<file path="config.mk">
export PLATFORM = sky130hd
export DESIGN_NAME = alu_result_packer
export DESIGN_NICKNAME = d
export VERILOG_FILES = /design/src/rtl/alu_result_packer.sv
export SDC_FILE = /design/constraint.sdc
export NUM_CORES = 1
export LEC_CHECK = 0
export ABC_AREA = 1
export BUFFER_PORTS_ARGS = -buffer_cell sky130_fd_sc_hd__clkbuf_2
export CAP_MARGIN = 20
export CORE_MARGIN = 2
export CORE_UTILIZATION = 40
export DETAILED_ROUTE_END_ITERATION = 6
export GPL_TIMING_DRIVEN = 1
export PLACE_DENSITY = 0.56
export SYNTH_ARGS = -nofsm -noshare
export SYNTH_HDL_FRONTEND = slang
export SYNTH_SLANG_ARGS = --single-unit
</file>
<file path="constraint.sdc">
create_clock -name CLK -period 6.3 [get_ports CLK]
set_input_delay 0.63 -clock CLK [delete_from_list [all_inputs] [get_ports CLK]]
set_output_delay 0.63 -clock CLK [all_outputs]
set_load 0.005 [all_outputs]
</file>
<file path="src/rtl/alu_result_packer.sv">
// alu_result_packer: tags ALU unit results with a header byte, buffers the records in a FIFO
// and streams each record out as bytes (header first, then the result MSB first) over valid/ready.
module alu_result_packer #(
    parameter int WIDTH = 16,
    parameter int DEPTH = 4
) (
    input  logic                   CLK,
    input  logic                   RST,
    input  logic [2*WIDTH-1:0]     ARITH_OUT,
    input  logic [2*WIDTH-1:0]     LOGIC_OUT,
    input  logic [2*WIDTH-1:0]     CMP_OUT,
    input  logic [2*WIDTH-1:0]     SHIFT_OUT,
    input  logic                   CARRY_OUT,
    input  logic                   ARITH_FLAG_OUT,
    input  logic                   LOGIC_FLAG_OUT,
    input  logic                   CMP_FLAG_OUT,
    input  logic                   SHIFT_FLAG_OUT,
    input  logic                   CLR_OVF,
    output logic [7:0]             OUT_DATA,
    output logic                   OUT_VALID,
    input  logic                   OUT_READY,
    output logic                   OVERFLOW,
    output logic [$clog2(DEPTH):0] LEVEL,
    output logic                   BUSY
);
    localparam int NBYTES = 2 * WIDTH / 8;
    localparam int RW = 2 * WIDTH;
    localparam int REC = RW + 8;
    localparam int PW = $clog2(DEPTH);
    localparam int LW = PW + 1;
    localparam int IW = $clog2(NBYTES + 1);

    typedef enum logic [1:0] {IDLE, HDR, DATA} state_t;

    state_t           st, nxt;
    logic [REC-1:0]   mem [DEPTH];
    logic [PW-1:0]    wr_ptr, rd_ptr;
    logic [LW-1:0]    count;
    logic [3:0]       seq;
    logic             ovf;
    logic [7:0]       hdr_r;
    logic [RW-1:0]    dat_r;
    logic [IW-1:0]    idx;
    logic             any, multi, full, empty, wr, pop, hs, last;
    logic [1:0]       unit;
    logic [RW-1:0]    res;
    logic [REC-1:0]   rec_in, head;

    assign any    = ARITH_FLAG_OUT | LOGIC_FLAG_OUT | CMP_FLAG_OUT | SHIFT_FLAG_OUT;
    assign multi  = (ARITH_FLAG_OUT & (LOGIC_FLAG_OUT | CMP_FLAG_OUT | SHIFT_FLAG_OUT)) |
                    (LOGIC_FLAG_OUT & (CMP_FLAG_OUT | SHIFT_FLAG_OUT)) | (CMP_FLAG_OUT & SHIFT_FLAG_OUT);
    assign unit   = ARITH_FLAG_OUT ? 2'd0 : LOGIC_FLAG_OUT ? 2'd1 : CMP_FLAG_OUT ? 2'd2 : 2'd3;
    assign res    = ARITH_FLAG_OUT ? ARITH_OUT : LOGIC_FLAG_OUT ? LOGIC_OUT : CMP_FLAG_OUT ? CMP_OUT : SHIFT_OUT;
    assign rec_in = {unit, ARITH_FLAG_OUT & CARRY_OUT, multi, seq, res};
    assign head   = mem[rd_ptr];
    assign full   = count == LW'(DEPTH);
    assign empty  = count == '0;
    // a full FIFO still accepts when the serializer pops on the same edge
    assign wr     = any & (~full | pop);
    assign hs     = OUT_VALID & OUT_READY;
    assign last   = idx == IW'(NBYTES - 1);

    assign OUT_VALID = st != IDLE;
    assign BUSY      = st != IDLE;
    assign OUT_DATA  = st == HDR ? hdr_r : st == DATA ? dat_r[RW-1 -: 8] : 8'h00;
    assign OVERFLOW  = ovf;
    assign LEVEL     = count;

    always_comb begin
        nxt = st;
        pop = 1'b0;
        case (st)
            IDLE: begin
                pop = ~empty;
                nxt = empty ? IDLE : HDR;
            end
            HDR:  nxt = hs ? DATA : HDR;
            DATA: begin
                pop = hs & last & ~empty;
                nxt = (hs & last) ? (empty ? IDLE : HDR) : DATA;
            end
            default: nxt = IDLE;
        endcase
    end

    always_ff @(posedge CLK or posedge RST) begin
        if (RST) st <= IDLE;
        else     st <= nxt;
    end

    always_ff @(posedge CLK) begin
        if (wr) mem[wr_ptr] <= rec_in;
    end

    always_ff @(posedge CLK or posedge RST) begin
        if (RST) begin
            wr_ptr <= '0;
            rd_ptr <= '0;
            count  <= '0;
            seq    <= '0;
            ovf    <= 1'b0;
            hdr_r  <= '0;
            dat_r  <= '0;
            idx    <= '0;
        end else begin
            if (wr) wr_ptr <= wr_ptr + 1'b1;
            if (pop) rd_ptr <= rd_ptr + 1'b1;
            if (wr & ~pop) count <= count + 1'b1;
            else if (~wr & pop) count <= count - 1'b1;
            if (wr) seq <= seq + 1'b1;
            if (any & ~wr) ovf <= 1'b1;
            else if (CLR_OVF) ovf <= 1'b0;
            if (pop) begin
                hdr_r <= head[REC-1 -: 8];
                dat_r <= head[RW-1:0];
                idx   <= '0;
            end else if (st == DATA && hs) begin
                dat_r <= dat_r << 8;
                idx   <= idx + 1'b1;
            end
        end
    end
endmodule
</file>
# After elaboration in Yosys (flattened, before gate mapping)
# Memories as Yosys holds them, arrays and structs flattened.
# Cells that the tools add are included.
# totals
register_bits,57
latchBits,0
mem_bits_rw,160
romBits,0
input_bits,137
out_inout_bits,14
word_cells,74
n_memories,1
# mem_list
name,depth,word_bits,read_ports,rd_clocked_by_memory_dff,write_ports,line,source
mem,4,40,1,0,1,36,logic [REC-1:0] mem [DEPTH];
# classes
add_sub_neg,6
mul,0
div_mod_pow,0
magnitude_cmp,0
eq_ne,4
shifts,0
muxes,23
bitwise,24
n_reduce_logical,7
# ops
operator,count
$mux W32,5
$mux W8,2
$mux W3,4
$and A1 B1 Y1,11
$or A1 B1 Y1,9
$mux W2,4
$reduce_bool A2 Y1,4
$add A3 B1 Y3 const B,2
$mux W1,6
$pmux W2 S3,1
$add A2 B1 Y2 const B,2
$add A4 B1 Y4 const B,1
$not A1 Y1,4
$eq A3 B2 Y1 const B,1
$eq A3 B3 Y1 const B,1
$logic_not A3 Y1,1
$sub A3 B1 Y3 const B,1
$eq A2 B1 Y1 const B,1
$eq A2 B2 Y1 const B,1
$logic_not A2 Y1,1
$pmux W1 S2,1
$logic_and A1 B1 Y1,1

# Logic depth before layout (Yosys ltp)
# logic_depth
depth_word,11
ltp_mapped,15
mapped_depth_nobuf,14

# Least setup slack after synthesis
# No wires, ideal clock.
# synth_path
kind,input to register
from,in LOGIC_FLAG_OUT
to,"mem mem[0][0] (netlist name), enable pin"
setup_ns,0.437
arrival_ns,2.961
t_required_ns,5.863
slack_ns,2.902
path_stages,6
n_path_buf,2
path_cell_list,buf_2 > nor2_1 > nand2_1 > nand2_2 > buf_4 > nor2_1
# synth_via
elab_chain_cells,6
# synth_lines
element,line,source
from (decl),15,"input logic LOGIC_FLAG_OUT,"
$or A1 B1 Y1 (3 in series),49,assign any = ARITH_FLAG_OUT | LOGIC_FLAG_OUT | CMP_FLAG_OUT | SHIFT_FLAG_OUT;
$and A1 B1 Y1,59,assign wr = any & (~full | pop);
$mux W1,92,if (wr) mem[wr_ptr] <= rec_in;
$mux W1 (implied by the code),92,
to (decl),36,
# Every way passes these cells.

# Worst setup path after layout
# layout_path
from,reg idx[0]
to,"reg count[2], in the netlist LEVEL[2]"
# layout_via
elab_chain_cells,9
elab_cells_between_ends,12
classes_between,eq/ne (1); mux (2); bitwise (8); reduce/logical (1)
# layout_lines
element,line,source
from (decl),43,logic [IW-1:0] idx;
from (signal assigned),119,idx <= idx + 1'b1;
$eq A3 B2 Y1 (*),61,assign last = idx == IW'(NBYTES - 1);
$and A1 B1 Y1 (*) (2 in series),79,pop = hs & last & ~empty;
$pmux W1 S2 (*),72,case (st)
$or A1 B1 Y1,59,
$and A1 B1 Y1,59,
$not A1 Y1,109,else if (~wr & pop) count <= count - 1'b1;
$and A1 B1 Y1,109,
$reduce_bool A2 Y1 (no source line),--,
to (signal assigned),108,if (wr & ~pop) count <= count + 1'b1;
to (signal assigned),109,
to (decl),38,logic [LW-1:0] count;
# Mark *: on every way between the ends. The rest lies on a longest branch, timed or not.
# A chain may end at the register's enable or synchronous reset.

==> impl_results.html <==
<table>
<tr><th>Metric</th><th>Value</th></tr>
<tr><th colspan="2">Timing</th></tr>
<tr><td>Max-slew violation count</td><td>0</td></tr>
<tr><td>Minimum clock period</td><td>~2.8 ns</td></tr>
<tr><td>Fraction of the cycle the final worst path needs</td><td>0.4455</td></tr>
<tr><td>Upper clock frequency limit</td><td>356.3 MHz</td></tr>
<tr><td>Count of endpoints failing hold in the final timing report</td><td>0</td></tr>
<tr><td>Worst-case hold slack</td><td>a little under 0.3 ns</td></tr>
<tr><td>Post-Route Setup TNS</td><td>0 ns</td></tr>
<tr><td>Fin Clk Skew</td><td>0.01169 ns</td></tr>
<tr><td>Max-Slew Margin vs Limit</td><td>0.3251</td></tr>
<tr><td>Setup repair after global routing missed its margin</td><td>no</td></tr>
<tr><td>Count of final setup violators</td><td>0</td></tr>
<tr><td>Worst-margin pin slew</td><td>~1 ns</td></tr>
<tr><th colspan="2">Finish</th></tr>
<tr><td>Relative area change from synthesis to final layout</td><td>18.10%</td></tr>
<tr><td>Storage cell area</td><td>0.006232 sq mm</td></tr>
<tr><td>Multi-input gate area in the final layout</td><td>0.003105 sq mm</td></tr>
<tr><td>Fill cell total of the finished layout</td><td>2391</td></tr>
<tr><td>Fraction of layout instances using a drive strength above 1</td><td>0.1738</td></tr>
<tr><td>Nets</td><td>1411</td></tr>
<tr><th colspan="2">Synthesis</th></tr>
<tr><td>Count of yosys warnings during synthesis</td><td>0</td></tr>
<tr><td>Most instantiated flip-flop cell in the synthesis netlist</td><td>edfxtp_1</td></tr>
<tr><td>Most instantiated cells after synthesis</td><td>301 x nand2_1, 180 x inv_1, 171 x nand3_1</td></tr>
<tr><td>Biggest area contributors in the synthesized netlist</td><td>edfxtp_1 47%, dfrtp_1 14%, nand2_1 11%</td></tr>
<tr><td>Complex-gate fraction of the synthesized area</td><td>0.06158</td></tr>
<tr><td>Number of library cell types mapped by synthesis</td><td>30</td></tr>
<tr><td>Sequential fraction of the synthesis area</td><td>0.6061</td></tr>
<tr><td>Largest family of logic cells by synthesized area</td><td>simple AND/OR/NAND/NOR gates</td></tr>
<tr><td>Synth top area share</td><td>0.4673</td></tr>
<tr><td>Flop and latch count out of synthesis</td><td>217</td></tr>
<tr><td>XOR/XNOR share of the synthesized area</td><td>0.004259</td></tr>
<tr><td>Fraction of the mapped netlist area in adder cells</td><td>0.01168</td></tr>
<tr><td>Most instantiated library cell after synthesis</td><td>nand2_1</td></tr>
<tr><td>Synth Net Count</td><td>1283</td></tr>
<tr><td>Post-Synthesis Cell Area</td><td>0.01028 sq mm</td></tr>
<tr><td>Multiplexer area fraction after synthesis</td><td>0</td></tr>
<tr><td>Async SR Flop Fraction</td><td>0.2627</td></tr>
<tr><td>Cell accounting for the most synthesized area</td><td>edfxtp_1</td></tr>
<tr><td>Simple-gate share of the synthesized area</td><td>0.2214</td></tr>
<tr><td>Syn Area/Cell</td><td>9.042 sq um</td></tr>
<tr><td>Instance count of the mapped netlist</td><td>1137</td></tr>
<tr><td>Number of synthesized flops with an enable pin</td><td>160</td></tr>
<tr><th colspan="2">Route</th></tr>
<tr><td>DRC Markers</td><td>0</td></tr>
<tr><td>DR vias</td><td>7698</td></tr>
<tr><td>Vias per cell</td><td>roughly 4.8</td></tr>
<tr><td>Antenna viol nets, final</td><td>0</td></tr>
<tr><td>Routed wire length</td><td>23480 microns</td></tr>
<tr><td>Pre-Repair DR Iteration Count</td><td>6</td></tr>
<tr><td>Number of DRC markers after the initial detailed-route iteration</td><td>436</td></tr>
<tr><td>Routed length per placed instance</td><td>roughly 15 microns</td></tr>
<tr><th colspan="2">Pwr</th></tr>
<tr><td>VDD IR-drop max</td><td>368.4 uV</td></tr>
<tr><td>Sw frac</td><td>0.3727</td></tr>
<tr><td>Pwr per Cell Area</td><td>482.4 mW/mm^2</td></tr>
<tr><td>Cell internal power dissipation</td><td>about 3700 uW</td></tr>
<tr><td>Leakage</td><td>0.005684 uW</td></tr>
<tr><td>Fraction of power consumed by the clock network</td><td>0.240</td></tr>
<tr><td>Share of total power in sequential cells</td><td>0.413</td></tr>
<tr><td>Switching power total</td><td>2183 uW</td></tr>
<tr><td>Combinational share of power</td><td>0.347</td></tr>
<tr><th colspan="2">Worst setup path</th></tr>
<tr><td>Critical path class</td><td>reg -&gt; reg</td></tr>
<tr><td>Worst path most repeated cell</td><td>ha_1</td></tr>
<tr><td>Arrival time at the worst endpoint</td><td>about 3.2 ns</td></tr>
<tr><td>Cells along the critical path</td><td>ha_1 &gt; ha_1 &gt; nand2_1 &gt; nand2_1 &gt; nand3_2 &gt; buf_4 &gt; ha_1 &gt; inv_1 &gt; fa_1 &gt; a21oi_1 &gt; o21ai_0 &gt; xor2_1</td></tr>
<tr><td>Worst setup EP type</td><td>register</td></tr>
<tr><td>Biggest fanout along the worst timing path</td><td>70</td></tr>
<tr><td>CP max-delay cell</td><td>buf_4</td></tr>
<tr><td>Maximum cell stage delay along the critical path</td><td>0.54 ns</td></tr>
<tr><td>Worst Setup Start Kind</td><td>register</td></tr>
<tr><td>Required time of the critical path</td><td>~6.7 ns</td></tr>
<tr><td>Number of cells on the worst reg-to-reg path</td><td>12</td></tr>
<tr><th colspan="2">Placed design</th></tr>
<tr><td>Global placer's final weighted congestion</td><td>0.7830</td></tr>
<tr><td>Buffers added on ports</td><td>150</td></tr>
<tr><td>Placed wire-length estimate after detailed placement</td><td>14140 microns</td></tr>
<tr><th colspan="2">Clock network</th></tr>
<tr><td>TritonCTS buffer count</td><td>24</td></tr>
<tr><td># resized after CTS</td><td>0</td></tr>
<tr><td>Clock transition at the registers of the reported paths</td><td>around 0.06 ns</td></tr>
<tr><td>Number of hold buffers added after CTS</td><td>0</td></tr>
<tr><td>Maximum buffer depth of the clock tree</td><td>3</td></tr>
<tr><td>Skew-Pair Late Insertion Delay</td><td>roughly 0.51 ns</td></tr>
<tr><td>Clock sink count</td><td>between 200 and 250</td></tr>
<tr><td>Clock tree from TritonCTS</td><td>built</td></tr>
<tr><td>Buffer type at the clock tree root</td><td>clkbuf_16</td></tr>
<tr><td>H-tree levels</td><td>1</td></tr>
<tr><td>Post-CTS setup buffers</td><td>0</td></tr>
<tr><th colspan="2">Floorplan</th></tr>
<tr><td>Core region area</td><td>0.02518 sq mm</td></tr>
<tr><td>Height of the die</td><td>about 160 microns</td></tr>
<tr><td>Horizontal die dimension</td><td>164.3 microns</td></tr>
<tr><td>Effective utilization at floorplan</td><td>0.4083</td></tr>
<tr><td>Count of boundary I/O pins</td><td>around 150</td></tr>
<tr><td>Total die area</td><td>0.02700 sq mm</td></tr>
<tr><td>Number of placement rows</td><td>58</td></tr>
<tr><th colspan="2">Global route</th></tr>
<tr><td>Via count of the first global-routing pass</td><td>7358</td></tr>
<tr><td>Pin count of the biggest net entering global routing</td><td>between 90 and 100</td></tr>
<tr><td>Wire length of the first global-routing pass</td><td>38050 microns</td></tr>
<tr><td>Aggregate global routing overflow</td><td>0</td></tr>
<tr><td>Antenna violations before repair</td><td>0</td></tr>
<tr><td>Overall global routing resource usage</td><td>0.1794</td></tr>
<tr><th colspan="2">Run</th></tr>
<tr><td>Count of max-cap constraint violations</td><td>0</td></tr>
<tr><th colspan="2">Outcome</th></tr>
<tr><td>Result of the run</td><td>complete, no violations</td></tr>
<tr><th colspan="2">Hold path</th></tr>
<tr><td>Worst hold path class</td><td>in -&gt; async</td></tr>
</table>
[per-stage QoR]
stage	cells	instance area (sq um)	utilization	worst slack [ns]	total power [uW]
after floorplan	1137	10280	-	2.902	3861
after global placement	1567	11290	0.4482	3.310	4466
after detailed placement	1568	11310	0.4493	3.258	4503
after CTS	1612	12120	0.4813	3.462	5924
after global routing	1613	12140	0.4821	3.274	6314
final	1614	12140	0.4822	3.493	5857
[power by group through the flow]
stage	sequential (uW)	combinational (uW)	clock, uW
2_1_floorplan	2390	1470	0
3_3_place_gp	2440	2030	0
3_5_place_dp	2450	2060	0
4_1_cts	2420	2070	1440
5_1_grt	2470	2350	1490
6_report	2420	2030	1410
[logic make-up (layout without fill, tap and decap cells)]
group	count (synthesis)	in the layout
buffers and inverters	246	392
xor gates and xnor gates	5	5
adders and majority gates	9	9
DFF	217	217
other	0	1
AOI/OAI and AO/OA	125	125
and+or+nand+nor	535	535
[flip-flops by register name, indices dropped and copies added, names as in the netlist]
register	count
wr_ptr	2
seq	4
LEVEL	3
mem	160
idx	3
OVERFLOW	1
st	2
dat_r	32
hdr_r	8
rd_ptr	2
[placed cells by master (no fill, tap or decap), types with 4 or more instances in the layout]
master      instances
a21oi_1            50
buf_4              13
clkbuf_16          25
clkbuf_2          150
clkinv_2            6
clkinvlp_4          4
dfrtp_1            56
edfxtp_1          160
ha_1                8
inv_1             178
inv_2               5
nand2_1           301
nand3_1           171
nor2_1             48
nor2_4              5
o21ai_0            50
o21ai_1            22
[worst max-delay path: cells and delay by family, from the launching register on]
family / cells / cell delay, ns
AND/OR/NAND/NOR: 3 / 0.26
buffers and inverters: 2 / 0.61
XOR/XNOR: 1 / 0.16
adder cells (fa/ha/maj): 4 / 1.02
flip-flops: 1 / 0.40
AO/OA/AOI/OAI: 2 / 0.25
[worst paths after layout]
kind | startpoint | to | slack (ns)
max | idx[0] | LEVEL[2] | 3.49
min | RST | wr_ptr[1] | 0.30
max reg2reg | idx[0] | LEVEL[2] | 3.49
min reg2reg | hdr_r[0] | hdr_r[0] | 0.49
max in group asynchronous | RST | rd_ptr[0] | 5.45
min in group CLK | CLR_OVF | OVERFLOW | 0.32
[metal layers]
layer,up-vias,GRT usage,share of wire
li1,3933,-,-
met4,0,0.03788,0.016
met2,167,0.3024,0.46
met5,-,0,0
met3,27,0.02172,0.047
met1,3571,0.2498,0.47
[cell type report]
type                       count  area share
sequential                   217      0.5133
antenna                        1   0.0002061
tap                          330     0.03401
timing repair buffer         165     0.07378
clock buffer                  28     0.05245
inverter                     183     0.05657
clock inverter                16     0.01391
multi-input combinational    674      0.2558
Power figures use the tool's default switching activity.
